**src/rtl/sd_image_responder_if.sv**
```systemverilog
// Bus bundle between the sector requester / image memory (master side)
// and the sd_image_responder (slave side).
interface sd_image_responder_if #(
  parameter int IMG_AW = 20
);
  // Handshakes: sd_rd/sd_wr are level requests answered by sd_ack, which stays
  // high for the whole block and whose falling edge means done. mem_rd/mem_wr
  // are level requests held until a one-cycle mem_ready pulse; mem_dout is
  // valid only with mem_ready. sd_buff_wr is a one-cycle strobe qualifying
  // sd_buff_addr/sd_buff_dout in the same cycle.
  logic [31:0]     sd_lba;
  logic            sd_rd;
  logic            sd_wr;
  logic            sd_ack;
  logic [8:0]      sd_buff_addr;
  logic [7:0]      sd_buff_dout;
  logic [7:0]      sd_buff_din;
  logic            sd_buff_wr;
  logic [IMG_AW:0] img_size;
  logic            img_readonly;
  logic [IMG_AW-1:0] mem_addr;
  logic            mem_rd;
  logic            mem_wr;
  logic [7:0]      mem_din;
  logic [7:0]      mem_dout;
  logic            mem_ready;
  logic            range_err;

  modport slave (
    input  sd_lba, sd_rd, sd_wr, sd_buff_din, img_size, img_readonly,
           mem_dout, mem_ready,
    output sd_ack, sd_buff_addr, sd_buff_dout, sd_buff_wr, mem_addr,
           mem_rd, mem_wr, mem_din, range_err
  );

  modport master (
    output sd_lba, sd_rd, sd_wr, sd_buff_din, img_size, img_readonly,
           mem_dout, mem_ready,
    input  sd_ack, sd_buff_addr, sd_buff_dout, sd_buff_wr, mem_addr,
           mem_rd, mem_wr, mem_din, range_err
  );
endinterface

```
**src/rtl/sd_image_responder.sv**
```systemverilog
// Serves 512-byte sector reads/writes from a disk image held in an external
// byte-wide memory, one byte per memory handshake.
module sd_image_responder #(
  parameter int IMG_AW = 20
) (
  input  logic               clk,
  input  logic               reset,
  sd_image_responder_if.slave bus,
  output logic [2:0]         dbg_state
);
  typedef enum logic [2:0] {
    IDLE, RD_FETCH, RD_PUT, WR_SET, WR_W1, WR_LATCH, WR_STORE, DONE
  } state_t;

  state_t      state;
  logic [31:0] lba;
  logic [9:0]  cnt;
  logic [9:0]  cnt_nx;
  logic [40:0] ba_cur;
  logic [40:0] ba_nx;
  logic [40:0] ba_acc;
  logic        cur_ok;
  logic        nx_ok;
  logic        acc_ok;

  function automatic logic [40:0] byte_addr(input logic [31:0] l, input logic [8:0] i);
    return {l, 9'd0} + {32'd0, i};
  endfunction

  function automatic logic in_range(input logic [40:0] a, input logic [IMG_AW:0] sz);
    return a < {{(40-IMG_AW){1'b0}}, sz};
  endfunction

  // Addresses for the current byte, the next byte and the first byte of a new
  // request, so strobes can rise on the same edge that enters the access state.
  always_comb begin
    cnt_nx = cnt + 10'd1;
    ba_cur = byte_addr(lba, cnt[8:0]);
    ba_nx  = byte_addr(lba, cnt_nx[8:0]);
    ba_acc = byte_addr(bus.sd_lba, 9'd0);
    cur_ok = in_range(ba_cur, bus.img_size);
    nx_ok  = in_range(ba_nx, bus.img_size);
    acc_ok = in_range(ba_acc, bus.img_size);
  end

  assign dbg_state = state;

  always_ff @(posedge clk) begin
    if (reset) begin
      state            <= IDLE;
      lba              <= 32'd0;
      cnt              <= 10'd0;
      bus.sd_ack       <= 1'b0;
      bus.sd_buff_wr   <= 1'b0;
      bus.sd_buff_addr <= 9'd0;
      bus.sd_buff_dout <= 8'd0;
      bus.mem_rd       <= 1'b0;
      bus.mem_wr       <= 1'b0;
      bus.mem_din      <= 8'd0;
      bus.mem_addr     <= '0;
      bus.range_err    <= 1'b0;
    end else begin
      bus.sd_buff_wr <= 1'b0;
      case (state)
        IDLE: begin
          if (bus.sd_rd || bus.sd_wr) begin
            lba           <= bus.sd_lba;
            cnt           <= 10'd0;
            bus.sd_ack    <= 1'b1;
            bus.range_err <= 1'b0;
          end
          if (bus.sd_rd) begin
            state        <= RD_FETCH;
            bus.mem_rd   <= acc_ok;
            bus.mem_addr <= ba_acc[IMG_AW-1:0];
          end else if (bus.sd_wr) begin
            state            <= WR_SET;
            bus.sd_buff_addr <= 9'd0;
          end
        end

        // mem_rd low here means the byte was out of range at entry.
        RD_FETCH: begin
          if (!bus.mem_rd || bus.mem_ready) begin
            bus.sd_buff_dout <= bus.mem_rd ? bus.mem_dout : 8'h00;
            if (!bus.mem_rd) bus.range_err <= 1'b1;
            bus.mem_rd       <= 1'b0;
            bus.sd_buff_addr <= cnt[8:0];
            bus.sd_buff_wr   <= 1'b1;
            state            <= RD_PUT;
          end
        end

        RD_PUT: begin
          cnt <= cnt_nx;
          if (cnt == 10'd511) begin
            state      <= DONE;
            bus.sd_ack <= 1'b0;
          end else begin
            state        <= RD_FETCH;
            bus.mem_rd   <= nx_ok;
            bus.mem_addr <= ba_nx[IMG_AW-1:0];
          end
        end

        WR_SET: state <= WR_W1;

        WR_W1: state <= WR_LATCH;

        WR_LATCH: begin
          bus.mem_din  <= bus.sd_buff_din;
          bus.mem_addr <= ba_cur[IMG_AW-1:0];
          bus.mem_wr   <= cur_ok && !bus.img_readonly;
          state        <= WR_STORE;
        end

        // A skipped access (out of range or readonly) still takes one cycle.
        WR_STORE: begin
          if (!bus.mem_wr && !cur_ok) bus.range_err <= 1'b1;
          if (!bus.mem_wr || bus.mem_ready) begin
            bus.mem_wr <= 1'b0;
            cnt        <= cnt_nx;
            if (cnt == 10'd511) begin
              state      <= DONE;
              bus.sd_ack <= 1'b0;
            end else begin
              state            <= WR_SET;
              bus.sd_buff_addr <= cnt_nx[8:0];
            end
          end
        end

        DONE: state <= IDLE;

        default: state <= IDLE;
      endcase
    end
  end
endmodule

```
**src/flat_wrapper.sv**
```systemverilog
// flat-port wrapper written by rule: the top's interface ports become plain ports
module sd_image_responder_flat 
#(
  parameter int IMG_AW = 20
)
  (clk, reset, dbg_state, bus_sd_lba, bus_sd_rd, bus_sd_wr, bus_sd_buff_din, bus_img_size, bus_img_readonly, bus_mem_dout, bus_mem_ready, bus_sd_ack, bus_sd_buff_addr, bus_sd_buff_dout, bus_sd_buff_wr, bus_mem_addr, bus_mem_rd, bus_mem_wr, bus_mem_din, bus_range_err);
  sd_image_responder_if #(.IMG_AW(IMG_AW)) bus_i ();
  input  logic clk;
  input  logic reset;
  output logic [2:0] dbg_state;
  input wire logic [$bits(bus_i.sd_lba)-1:0] bus_sd_lba;
  input wire logic [$bits(bus_i.sd_rd)-1:0] bus_sd_rd;
  input wire logic [$bits(bus_i.sd_wr)-1:0] bus_sd_wr;
  input wire logic [$bits(bus_i.sd_buff_din)-1:0] bus_sd_buff_din;
  input wire logic [$bits(bus_i.img_size)-1:0] bus_img_size;
  input wire logic [$bits(bus_i.img_readonly)-1:0] bus_img_readonly;
  input wire logic [$bits(bus_i.mem_dout)-1:0] bus_mem_dout;
  input wire logic [$bits(bus_i.mem_ready)-1:0] bus_mem_ready;
  output wire logic [$bits(bus_i.sd_ack)-1:0] bus_sd_ack;
  output wire logic [$bits(bus_i.sd_buff_addr)-1:0] bus_sd_buff_addr;
  output wire logic [$bits(bus_i.sd_buff_dout)-1:0] bus_sd_buff_dout;
  output wire logic [$bits(bus_i.sd_buff_wr)-1:0] bus_sd_buff_wr;
  output wire logic [$bits(bus_i.mem_addr)-1:0] bus_mem_addr;
  output wire logic [$bits(bus_i.mem_rd)-1:0] bus_mem_rd;
  output wire logic [$bits(bus_i.mem_wr)-1:0] bus_mem_wr;
  output wire logic [$bits(bus_i.mem_din)-1:0] bus_mem_din;
  output wire logic [$bits(bus_i.range_err)-1:0] bus_range_err;
  assign bus_i.sd_lba = bus_sd_lba;
  assign bus_i.sd_rd = bus_sd_rd;
  assign bus_i.sd_wr = bus_sd_wr;
  assign bus_i.sd_buff_din = bus_sd_buff_din;
  assign bus_i.img_size = bus_img_size;
  assign bus_i.img_readonly = bus_img_readonly;
  assign bus_i.mem_dout = bus_mem_dout;
  assign bus_i.mem_ready = bus_mem_ready;
  assign bus_sd_ack = bus_i.sd_ack;
  assign bus_sd_buff_addr = bus_i.sd_buff_addr;
  assign bus_sd_buff_dout = bus_i.sd_buff_dout;
  assign bus_sd_buff_wr = bus_i.sd_buff_wr;
  assign bus_mem_addr = bus_i.mem_addr;
  assign bus_mem_rd = bus_i.mem_rd;
  assign bus_mem_wr = bus_i.mem_wr;
  assign bus_mem_din = bus_i.mem_din;
  assign bus_range_err = bus_i.range_err;
  sd_image_responder #(.IMG_AW(IMG_AW)) u_core (.clk(clk), .reset(reset), .bus(bus_i), .dbg_state(dbg_state));
endmodule
```
**config.mk**
```make
export PLATFORM = sky130hd
export DESIGN_NAME = sd_image_responder_flat
export DESIGN_NICKNAME = d
export VERILOG_FILES = /design/src/rtl/sd_image_responder_if.sv /design/src/rtl/sd_image_responder.sv /design/src/flat_wrapper.sv
export SDC_FILE = /design/constraint.sdc
export NUM_CORES = 1
export LEC_CHECK = 0
export ABC_AREA = 1
export CAP_MARGIN = 5
export CORE_ASPECT_RATIO = 0.75
export CORE_MARGIN = 4
export CORE_UTILIZATION = 30
export CTS_CLUSTER_DIAMETER = 40
export CTS_CLUSTER_SIZE = 40
export DETAILED_ROUTE_END_ITERATION = 6
export GPL_TIMING_DRIVEN = 0
export SYNTH_ARGS = -nofsm -noshare
export SYNTH_HDL_FRONTEND = slang
export SYNTH_SLANG_ARGS = --single-unit
```
**constraint.sdc**
```tcl
create_clock -name clk -period 2.75 [get_ports clk]
set_input_delay 0.4125 -clock clk [delete_from_list [all_inputs] [get_ports clk]]
set_output_delay 0.4125 -clock clk [all_outputs]
set_load 0.05 [all_outputs]
```
# Word-level counts from Yosys, hierarchy flattened
# Index checks and enable logic that the tools add are counted.
dict set report word_totals {
  ff_bits 95
  inputBits 75
  out_inout_bits 53
}
dict set report classes {
  n_addsub 3
  n_lt_le_gt_ge 3
  eq_ne 19
  mux 36
  bitwise_logic 1
  n_reduce_logical 25
}
# cell count
set ops {}
lappend ops {{less-than comparator 41 x 21 -> 1 bit} 3}
lappend ops {{adder 41 x 9 -> 41 bit} 2}
lappend ops {{case mux 20 bit (3 select lines)} 1}
lappend ops {{two-way mux 9 bit} 5}
lappend ops {{two-way mux 20 bit} 2}
lappend ops {{case mux 10 bit (3 select lines)} 1}
lappend ops {{case mux 9 bit (3 select lines)} 1}
lappend ops {{case mux 3 bit (8 select lines)} 1}
lappend ops {{two-way mux 10 bit} 2}
lappend ops {{two-way mux 3 bit} 6}
lappend ops {{equality test 3 bit (second input constant)} 4}
lappend ops {{two-way mux 1 bit} 12}
lappend ops {{!= test 2 bit (second input constant)} 6}
lappend ops {{nonzero test 3 bit} 4}
lappend ops {{adder 10 x 1 -> 10 bit (second input constant)} 1}
lappend ops {{equality test 10 x 9 -> 1 bit (second input constant)} 1}
lappend ops {{case mux 1 bit (3 select lines)} 3}
lappend ops {{AND reduction 3 bit} 3}
lappend ops {{two-way mux 8 bit} 1}
lappend ops {{!= test 2 x 1 -> 1 bit (second input constant)} 4}
lappend ops {{equality test 3 x 2 -> 1 bit (second input constant)} 2}
lappend ops {{AND reduction 2 bit} 3}
lappend ops {{AND reduction 6 bit} 1}
lappend ops {{AND reduction 5 bit} 1}
lappend ops {{other kinds (11)} 17}

# Depth between registers and ports, before layout
dict set report logic_depth {
  word_depth 6
  ltp_mapped 18
}

# Worst setup path before layout
# OpenSTA, ideal clock, no wires.
dict set report synth_path {
  path_type {reg2reg}
  start {register u_core.cnt[1]}
  end {register u_core.bus.mem_rd}
  setup_ns 0.109
  arrival_ns 2.001
  required_ns 2.641
  setup_slack_ns 0.640
  path_stages_with_launch 19
  path_buffers 0
  synth_period_minus_slack_ns 2.110
  path_cell_list {dfxtp_1 ha_1 nand2_1 inv_2 nand4_1 nor2_1 nand2_1 nand2_1 inv_1 ha_1 nand2_1 nor2_1 nand3_1 nand3_1 nand2_1 nand2_1 nand3_1 nand2_1 inv_1}
}
dict set report synth_via {
  elab_chain_len 5
  word_cells_on_any_way 8
  classes_between {2 x add/sub; 1 x order compare; 2 x eq/ne; 2 x mux; 1 x reduce/logical}
}
# item line
set synth_lines {}
lappend synth_lines {{from (decl)} sd_image_responder.sv:17} ;# logic [9:0] cnt;
lappend synth_lines {{from (signal assigned)} sd_image_responder.sv:95} ;# cnt <= cnt_nx;
lappend synth_lines {{from (signal assigned)} sd_image_responder.sv:122} ;# cnt <= cnt_nx;
lappend synth_lines {{adder 10 x 1 -> 10 bit} sd_image_responder.sv:37} ;# cnt_nx = cnt + 10'd1;
lappend synth_lines {{adder 41 x 9 -> 41 bit} sd_image_responder.sv:27} ;# return {l, 9'd0} + {32'd0, i};
lappend synth_lines {{less-than comparator 41 x 21 -> 1 bit} sd_image_responder.sv:31} ;# return a < {{(40-IMG_AW){1'b0}}, sz};
lappend synth_lines {{two-way mux 1 bit} sd_image_responder.sv:96} ;# if (cnt == 10'd511) begin
lappend synth_lines {{case mux 1 bit (3 select lines)} sd_image_responder.sv:64} ;# case (state)
lappend synth_lines {{to (signal assigned)} sd_image_responder.sv:74} ;# bus.mem_rd <= acc_ok;
lappend synth_lines {{to (signal assigned)} sd_image_responder.sv:101} ;# bus.mem_rd <= nx_ok;
lappend synth_lines {{to (decl)} sd_image_responder_if.sv:33} ;# mem_rd, mem_wr, mem_din, range_err
# Several ways; a longest one is shown, not always the timed one. The select of a mux whose other input is x is not followed.
# A chain may end at the register's enable or synchronous reset.

# Worst setup path after layout
dict set report layout_path {
  start {register u_core.cnt[0]}
  end {register u_core.bus.mem_rd}
}
# The elaborated chain is that of the path after synthesis.

==> reports/metrics.cfg <==
[layout]
multiInputGateArea_mm2=0.00277
drive_above_1_share_pct=5.59
seqCellArea_mm2=0.00191
n_fill_cell=1764
layout.nets=987
areaGrowthSynthToFinish_pct=35.4
fin_util_pct=41.6
insertedDiodeCount=0

[grt]
antenna_found_initial=0
grt_pass1_vias=4898
grt_first_pass_wirelength_um=25100
track_usage_pct=16.1
grt_overflow=0
grt_max_degree=15

[clock_network]
cts_tree=built
clk_latency_ns=0.35
cts.repair.resized=0
cts_buffer_depth=2
cts_buffers=9
postCtsHoldBufs=0
cts_root_buf=clkbuf_16
ctsHtreeMaxLevel=3
clk_pin_slew_ns=0.07
cts.sink_count=95
cts_setup_buffers=0

[synth]
avgSynthCellArea_um2=7.09
syn-instance-count=734
synth_area_leader_cell=dfxtp_1
synth_ff_type=dfxtp_1
syn_nets=850
synth_cell_types=41
async_flop_share_pct=0
yosys.area.top_type_share_pct=36.6
ys_seq_area_share_pct=36.6
syn_area_mm2=0.00520
ys_top_cells_by_area=dfxtp_1 37%, ha_1 9.9%, nand2_1 8.2%, a21oi_1 8.0%, nor2_1 7.2%
synth_seq_cells=95
synth_edf_count=0
synth_warnings=0

[floorplanning]
core_area_mm2=0.0169
die_area_mm2=0.0195
die_x_um=160
num_rows=41
die-height_um=122
start_util_pct=30.7
io_pins=128

[timing]
tightestPinTransition_ns=0.711
hold_viol=0
tns_ns=0
setup_violations=0
slew_violations=0
timing.fmax_mhz=414
period_minus_slack_ns=2.41
final.setup_skew_ns=0.0123
maxSlewHeadroom_pct=52.4
rsz0062_at_grt=false
period_share_pct=87.8

[outcome]
outcome=complete, no violations

[setup_path]
critPathLaunchType=flip-flop
worstSetupEndpointType=flip-flop
arrival_ns=2.67
cp_max_fo=5
rrSetupSlack_ns=0.34
r2r_cells=18
cp.required_ns=3.00
crit_type=reg -> reg

[routing]
drc=0
via_per_inst=4.71
ant_nets=0
drt_iter0_markers=345
wl_per_cell_um=14.4
wl_um=15700
drt_pass1_iterations=5
vias=5134

[pwr]
ir_worst_vdd_v=0.000420
power.leakage_nw=2.98
power_density_mw_per_mm2=669

[placement]
portBuffers=126
gp_congestion=0.866
dpl.hpwl_um=12500

[min_path]
hold_depth=2
min_path_type=reg -> reg

[flow_run]
maxCapViolations=0

-- area by class of cell --
type	instances	area share, %
multi-input cells	508	39.4
repair buffers	126	17.9
flip-flops and latches	95	27.1
inverters	105	5.67
clock buffers	14	3.75
clock inverters	2	0.551
plain buffers	26	1.87
well taps	215	3.82
-- cells in the mapped netlist (9+ instances only) --
| master | count |
|---|---|
| a21oi_1 | 83 |
| ha_1 | 41 |
| dfxtp_1 | 95 |
| clkbuf_1 | 14 |
| inv_1 | 98 |
| o21ai_0 | 70 |
| nor2_1 | 100 |
| nand2_1 | 113 |
| mux2i_1 | 11 |
| nor3_1 | 9 |
| o22ai_1 | 12 |
| nand3_1 | 24 |
-- cell families after synthesis --
group / count (synthesis) / share of synthesized area [%]
multiplexers: 11 / 2.12
buffers and inverters: 131 / 10.2
AND/OR/NAND/NOR: 269 / 22.1
XOR/XNOR: 2 / 0.337
AO/OA/AOI/OAI: 185 / 18.8
flip-flops: 95 / 36.6
adder cells (fa/ha/maj): 41 / 9.86
-- layout by cell type (no fill, tap or decap), types with 4 or more instances in the layout --
cell type	netlist	routed
ha_1	41	41
a21oi_1	83	83
nand3_1	24	24
mux2i_1	11	11
nor3_1	9	9
clkdlybuf4s50_1	0	126
inv_1	98	98
inv_2	4	4
clkbuf_1	14	17
o22ai_1	12	12
nand2_1	113	113
buf_2	6	6
nor2_1	100	99
o21ai_1	6	6
clkbuf_16	0	9
nor2_2	4	5
o21ai_0	70	70
dfxtp_1	95	93
nand4_1	6	6
-- worst max-delay path, cell delays in order (launching register included) --
cell and delay (ns):
dfxtp_2 0.39, ha_1 0.18, nand2_1 0.08, inv_2 0.08, nand4_1 0.15, nor2_2 0.16
nand2_1 0.07, nand2_1 0.11, inv_1 0.07, ha_1 0.29, nand2_1 0.07, nor2_1 0.13
nand3_1 0.08, nand3_1 0.09, nand2_1 0.06, nand2_1 0.10, nand3_1 0.08, nand2_1 0.08
inv_1 0.04
-- stage by stage --
step	instance area [um2]	total power, mW	setup slack [ns]	hold slack (ns)	cells
floorplan	5200	2.85	0.640	0.424	734
global placement	6730	3.45	0.209	0.433	1075
detailed placement	6730	3.46	0.175	0.437	1075
CTS	7030	4.76	0.164	0.447	1091
global route	7040	5.00	0.0499	0.467	1091
finish	7040	4.71	0.336	0.445	1091
-- sequential cells by signal (all words and copies together) (netlist names), 3 cells and up --
register                 flops
u_core.cnt                  10
u_core.bus.mem_addr         20
u_core.dbg_state             3
u_core.bus.sd_buff_dout      8
u_core.bus.sd_buff_addr      9
u_core.bus.mem_din           8
u_core.lba                  32
-- path summary, 6_finish.rpt --
kind	startpoint	to
worst min register to register	u_core.lba[31]	u_core.lba[31]
worst min-delay path	u_core.lba[31]	u_core.lba[31]
worst max-delay path	u_core.cnt[0]	u_core.bus.mem_rd
worst max register to register	u_core.cnt[0]	u_core.bus.mem_rd
-- layer usage --
layer / vias to the layer above / global-route usage, % / wire, um
li1: 2687 / - / -
met4: 0 / 3.76 / 139
met3: 14 / 4.57 / 1010
met5: - / 0 / 0
met1: 2292 / 23.2 / 8070
met2: 141 / 23.9 / 6440
-- power by group --
part / leakage, nW / total (mW) / internal [mW] / switching [mW]
combinational: 2.05 / 1.72 / 0.602 / 1.12
sequential: 0.781 / 1.71 / 1.58 / 0.126
clock: 0.147 / 1.29 / 0.758 / 0.528
total: 2.98 / 4.71 / 2.94 / 1.77
(Power assumes the default switching activity.)
